**src/rtl/serial_sub.sv**
```systemverilog
// serial_sub: bit-serial subtractor diff = a - b, LSB first, with a registered borrow.
// Optional signed-overflow output ovf is enabled by defining SERIAL_SUB_OVF_EN.
module serial_sub #(
    parameter int WIDTH = 8
) (
    input  logic             clk,
    input  logic             reset,
    input  logic             start,
    input  logic [WIDTH-1:0] a,
    input  logic [WIDTH-1:0] b,
    output logic             busy,
    output logic             done,
    output logic [WIDTH-1:0] diff,
    output logic             borrow
`ifdef SERIAL_SUB_OVF_EN
    ,
    output logic             ovf
`endif
);
    localparam int CW = $clog2(WIDTH);

    typedef enum logic [1:0] {IDLE, RUN, DONE} state_t;

    state_t           state_q, state_d;
    logic [WIDTH-1:0] ra_q, ra_d, rb_q, rb_d, res_q, res_d, diff_q, diff_d;
    logic [CW-1:0]    cnt_q, cnt_d;
    logic             br_q, br_d, borrow_q, borrow_d, busy_q, busy_d, done_q, done_d;
    logic             a0, b0, d_bit, br_nx, last;
`ifdef SERIAL_SUB_OVF_EN
    logic             ovf_q, ovf_d;
`endif

    // Next-state: load on accepted start, one full-subtractor step per RUN cycle, publish on DONE entry
    always_comb begin
        a0       = ra_q[0];
        b0       = rb_q[0];
        d_bit    = a0 ^ b0 ^ br_q;
        br_nx    = (~a0 & b0) | (~(a0 ^ b0) & br_q);
        last     = cnt_q == CW'(WIDTH - 1);
        state_d  = state_q;
        ra_d     = ra_q;
        rb_d     = rb_q;
        res_d    = res_q;
        cnt_d    = cnt_q;
        br_d     = br_q;
        diff_d   = diff_q;
        borrow_d = borrow_q;
`ifdef SERIAL_SUB_OVF_EN
        ovf_d    = ovf_q;
`endif
        case (state_q)
            IDLE: if (start) begin
                ra_d    = a;
                rb_d    = b;
                br_d    = 1'b0;
                cnt_d   = '0;
                state_d = RUN;
            end
            RUN: begin
                res_d = {d_bit, res_q[WIDTH-1:1]};
                ra_d  = ra_q >> 1;
                rb_d  = rb_q >> 1;
                br_d  = br_nx;
                cnt_d = cnt_q + 1'b1;
                if (last) begin
                    state_d  = DONE;
                    diff_d   = {d_bit, res_q[WIDTH-1:1]};
                    borrow_d = br_nx;
`ifdef SERIAL_SUB_OVF_EN
                    ovf_d    = (a0 != b0) && (d_bit != a0);
`endif
                end
            end
            DONE:    state_d = IDLE;
            default: state_d = IDLE;
        endcase
        busy_d = state_d == RUN;
        done_d = state_d == DONE;
    end

    // State and datapath registers with synchronous reset
    always_ff @(posedge clk) begin
        if (reset) begin
            state_q  <= IDLE;
            ra_q     <= '0;
            rb_q     <= '0;
            res_q    <= '0;
            cnt_q    <= '0;
            br_q     <= 1'b0;
            diff_q   <= '0;
            borrow_q <= 1'b0;
            busy_q   <= 1'b0;
            done_q   <= 1'b0;
`ifdef SERIAL_SUB_OVF_EN
            ovf_q    <= 1'b0;
`endif
        end else begin
            state_q  <= state_d;
            ra_q     <= ra_d;
            rb_q     <= rb_d;
            res_q    <= res_d;
            cnt_q    <= cnt_d;
            br_q     <= br_d;
            diff_q   <= diff_d;
            borrow_q <= borrow_d;
            busy_q   <= busy_d;
            done_q   <= done_d;
`ifdef SERIAL_SUB_OVF_EN
            ovf_q    <= ovf_d;
`endif
        end
    end

    assign busy   = busy_q;
    assign done   = done_q;
    assign diff   = diff_q;
    assign borrow = borrow_q;
`ifdef SERIAL_SUB_OVF_EN
    assign ovf    = ovf_q;
`endif
endmodule

```
**config.mk**
```make
export PLATFORM = sky130hd
export DESIGN_NAME = serial_sub
export DESIGN_NICKNAME = d
export VERILOG_FILES = /design/src/rtl/serial_sub.sv
export SDC_FILE = /design/constraint.sdc
export NUM_CORES = 1
export LEC_CHECK = 0
export ABC_AREA = 0
export CAP_MARGIN = 25
export CELL_PAD_IN_SITES_DETAIL_PLACEMENT = 2
export CELL_PAD_IN_SITES_GLOBAL_PLACEMENT = 2
export CORE_MARGIN = 2
export CORE_UTILIZATION = 28
export DETAILED_ROUTE_END_ITERATION = 10
export PLACE_DENSITY_LB_ADDON = 0.08
export SETUP_SLACK_MARGIN = 0.3
export SYNTH_ARGS = -nofsm -noshare
export SYNTH_HDL_FRONTEND = slang
export SYNTH_SLANG_ARGS = --single-unit
```
**constraint.sdc**
```tcl
create_clock -name clk -period 1.53 [get_ports clk]
set_clock_uncertainty 0.15 [all_clocks]
set_input_delay 0.306 -clock clk [delete_from_list [all_inputs] [get_ports clk]]
set_output_delay 0.306 -clock clk [all_outputs]
set_load 0.02 [all_outputs]
```
==> results_dict.tcl <==
set metrics [dict create \
    worst_hold_path_type "register to register" \
    max-clock-path-buffers 2 \
    multi_input_area_um2 829.5 \
    die_area_um2 6336 \
    antenna_cells_inserted 0 \
    achievable-frequency_ghz 0.7090 \
    worst_skew_pair.late_latency_ns 0.29 \
    number_of_instances_in_the_synthesized_netlist 166 \
    report.final.setup_viol 0 \
    sequential_share_of_power 0.509 \
    period_share 0.9219 \
    clock_tree.root_cell "sky130_fd_sc_hd__clkbuf_8" \
    fp-row-count 27 \
    power_switching_share 0.2422 \
    post_synth.cell_area_avg_um2 9.640 \
    max_slew_margin 0.8309 \
    num-nets-final 229 \
    dpl_worst_slack_ns -0.2495 \
    path_max_fanout 10 \
    drt_wl_total_um 4365 \
    sequential_area_um2 823.3 \
    synth_top_area_share 0.5004 \
    p_total_mw 2.200 \
    synth_seq_cells 40 \
    power.share.clock 0.340 \
    drive_gt1_frac 0.3575 \
    finalHoldViolCount 0 \
    vias_in_the_first_global_route 1523 \
    design_area_um2 2352 \
    cts_hold_buffers 0 \
    main_combinational_cell_family_by_area_after_synthesis "compound AO/OA/AOI/OAI gates" \
    largest_net_degree_at_the_start_of_global_routing 28 \
    numClockSinks 40 \
    clock_buffers_created_by_tritoncts 5 \
    static-leakage-power_nw 0.8827 \
    drc_errors 0 \
    yosys_warnings 0 \
    die_h_um 79.60 \
    p_per_area_nw_per_um2 935.4 \
    final.setup.worst_slack_ns 0.1195 \
    post_layout_nonfiller_instances 279 \
    status "completed" \
    finalWorstPathRequiredPeriod_ns 1.411 \
    synthXorXnorAreaFrac 0 \
    end_kind "register" \
    library_cells_used_by_synthesis 22 \
    routed-via-count 1353 \
    cp-start-kind "register" \
    detailed_place.area_um2 2067 \
    critPathArrivalTime_ns 1.47 \
    synth_simple_gate_area_share 0.1470 \
    vdd.ir_drop.worst_uv 528.3 \
    post_synth_main_area_contributors "sky130_fd_sc_hd__dfxtp_1 50%, sky130_fd_sc_hd__mux2i_1 9.4%, sky130_fd_sc_hd__nand2_1 6.6%, sky130_fd_sc_hd__a211oi_1 5.6%, sky130_fd_sc_hd__nor2_1 5.6%" \
    synth.mux.area_fraction 0.09382 \
    ant_nets 0 \
    place.port_buffers 29 \
    initial_utilization 0.2906 \
    groute.usage.overall 0.1439 \
    placed_cells_incl_taps 265 \
    grt-ovfl-total 0 \
    compound_cell_area_share_of_the_yosys_netlist 0.1837 \
    worst_ep_required_time_ns 1.59 \
    detail_route.vias_per_cell 4.849 \
    place_congestion 0.6779 \
    wire_per_inst_um 15.65 \
    floorplan.core_area_um2 5507 \
    rsz0062_at_grt "true" \
    dieWidth_um 79.60 \
    place.detailed.hpwl_um 2809 \
    timing_max_transition_violations_final 0 \
    drtPass1Iterations 2 \
    drt_iter0_markers 36 \
    max_cap_viol_count 0 \
    number_of_antenna_violations_at_the_first_check_in_global_routing 0 \
    path_class "register to register" \
    synth_adder_area_share 0.02815 \
    grt_first_pass_wirelength_um 7086 \
    whs_ns 0.3111 \
    combPwrFrac 0.150 \
    final.fill_count 608 \
    netSwitchingPower_uw 532.9 \
    yosysSeqAreaShare 0.5004 \
    cts.htree.levels 2 \
    flow.area_growth_from_synthesis_pct 46.99 \
    postSynthNetCount 188 \
    io_pins 30 \
    timing_worst_slew_pin_value_ns 0.2523 \
    synth_top_area_cell "sky130_fd_sc_hd__dfxtp_1" \
    clkTransAtPathRegs_ns 0.07 \
    post_synth_instance_area_um2 1600 \
    internal-power_mw 1.667 \
    cts_tree "yes" \
]
[Yosys cell counts]
cell type,n
sky130_fd_sc_hd__o21bai_2,1
sky130_fd_sc_hd__nor2b_1,1
sky130_fd_sc_hd__a21oi_1,14
sky130_fd_sc_hd__a211oi_1,12
sky130_fd_sc_hd__a22oi_1,5
sky130_fd_sc_hd__o21ba_1,1
sky130_fd_sc_hd__and3b_1,1
sky130_fd_sc_hd__fa_1,1
sky130_fd_sc_hd__dfxtp_1,40
sky130_fd_sc_hd__nand2_1,28
sky130_fd_sc_hd__clkbuf_1,4
sky130_fd_sc_hd__inv_1,1
sky130_fd_sc_hd__buf_6,3
sky130_fd_sc_hd__ha_1,2
sky130_fd_sc_hd__nand3b_2,1
sky130_fd_sc_hd__nor2_1,24
sky130_fd_sc_hd__a211oi_2,6
sky130_fd_sc_hd__buf_2,3
sky130_fd_sc_hd__nand2b_1,1
sky130_fd_sc_hd__mux2i_1,15
sky130_fd_sc_hd__buf_4,1
sky130_fd_sc_hd__nor3b_1,1
[worst paths after layout]
check	start	to	slack, ns	cells past startpoint
max	cnt_q[1]$_SDFFE_PP0P_	diff[7]$_SDFFE_PP0P_	0.12	6
min	res_q[1]$_SDFFE_PP0P_	diff[0]$_SDFFE_PP0P_	0.31	2
max reg2reg	cnt_q[1]$_SDFFE_PP0P_	diff[7]$_SDFFE_PP0P_	0.12	6
min reg2reg	res_q[1]$_SDFFE_PP0P_	diff[0]$_SDFFE_PP0P_	0.31	2
[per-stage QoR]
stage	util	setup TNS (ns)
global route	0.4272	0
finish	0.4272	0
floorplan	-	0
detailed placement	0.3754	-3.172
CTS	0.4115	0
global placement	0.3754	-1.780
[sequential cells by signal (all words and copies together), names as in the netlist]
signal and count:
br_q 1, state_q 2, done 1, borrow 1, busy 1, rb_q 8
cnt_q 3, diff 8, res_q 7, ra_q 8
[power by group through the flow]
stage	registers, mW	logic [mW]	clock network, mW
2_1_floorplan	1.14	0.163	0
3_3_place_gp	1.14	0.251	0
3_5_place_dp	1.15	0.265	0
4_1_cts	1.12	0.321	0.788
5_1_grt	1.13	0.360	0.832
6_report	1.12	0.331	0.749
[what timing repair did]
| action | 4_1_cts | 5_1_grt |
|---|---|---|
| endpoints found under the setup margin | 51 | 51 |
| cloned | 2 | 0 |
| setup buffers | 4 | 1 |
| pin swaps | 2 | 1 |
| gates resized for setup | 69 | 29 |
[worst max-delay path: stages (launching register included)]
cell and delay [ns]:
sky130_fd_sc_hd__dfxtp_2 0.36, sky130_fd_sc_hd__ha_4 0.15, sky130_fd_sc_hd__ha_4 0.15, sky130_fd_sc_hd__and3b_2 0.20, sky130_fd_sc_hd__buf_12 0.13, sky130_fd_sc_hd__nor2_4 0.03, sky130_fd_sc_hd__a211oi_2 0.17
[cell families after synthesis]
family / after synthesis
compound gates: 39
mux: 15
simple gates: 57
buf+inv: 12
flops: 40
fa+ha+maj: 3
[final cells by class]
cell class,instances,share of cell area
inverters,1,0.001596
well taps,72,0.03830
flip-flops and latches,40,0.3500
multi-input cells,114,0.3527
repair buffers,45,0.2165
clock buffers,7,0.04096
[cell usage in the layout, fill, tap and decap left out]
cell                              netlist  final
sky130_fd_sc_hd__dlygate4sd2_1          0      1
sky130_fd_sc_hd__buf_16                 0      2
sky130_fd_sc_hd__o21ba_4                0      1
sky130_fd_sc_hd__nor3b_2                0      1
sky130_fd_sc_hd__o21bai_4               0      1
sky130_fd_sc_hd__a211oi_2               6     14
sky130_fd_sc_hd__buf_6                  3     10
sky130_fd_sc_hd__ha_4                   0      2
sky130_fd_sc_hd__inv_1                  1      1
sky130_fd_sc_hd__dfxtp_4                0      2
sky130_fd_sc_hd__mux2i_1               15     15
sky130_fd_sc_hd__clkdlybuf4s50_1        0     17
sky130_fd_sc_hd__clkbuf_8               0      7
sky130_fd_sc_hd__a211oi_1              12      4
sky130_fd_sc_hd__nor2_1                24     23
sky130_fd_sc_hd__a21oi_1               14     12
sky130_fd_sc_hd__nand2_1               28     28
sky130_fd_sc_hd__a22oi_1                5      5
sky130_fd_sc_hd__nor2_4                 0      1
sky130_fd_sc_hd__nand2b_1               1      1
sky130_fd_sc_hd__dfxtp_2                0     12
sky130_fd_sc_hd__a21oi_2                0      2
sky130_fd_sc_hd__buf_4                  1     11
sky130_fd_sc_hd__buf_12                 0      4
sky130_fd_sc_hd__and3b_2                0      1
sky130_fd_sc_hd__fa_2                   0      1
sky130_fd_sc_hd__dfxtp_1               40     26
sky130_fd_sc_hd__nand3b_2               1      1
sky130_fd_sc_hd__nor2b_2                0      1
[routing by layer]
metal | vias up | global-route usage | wire length (um)
met5 | - | 0 | 0
met4 | 0 | 0.04828 | 42
met3 | 5 | 0.02941 | 124
li1 | 660 | - | -
met1 | 669 | 0.1697 | 1826
met2 | 19 | 0.2580 | 2371
Note: power is estimated with default switching activity, not from simulation.
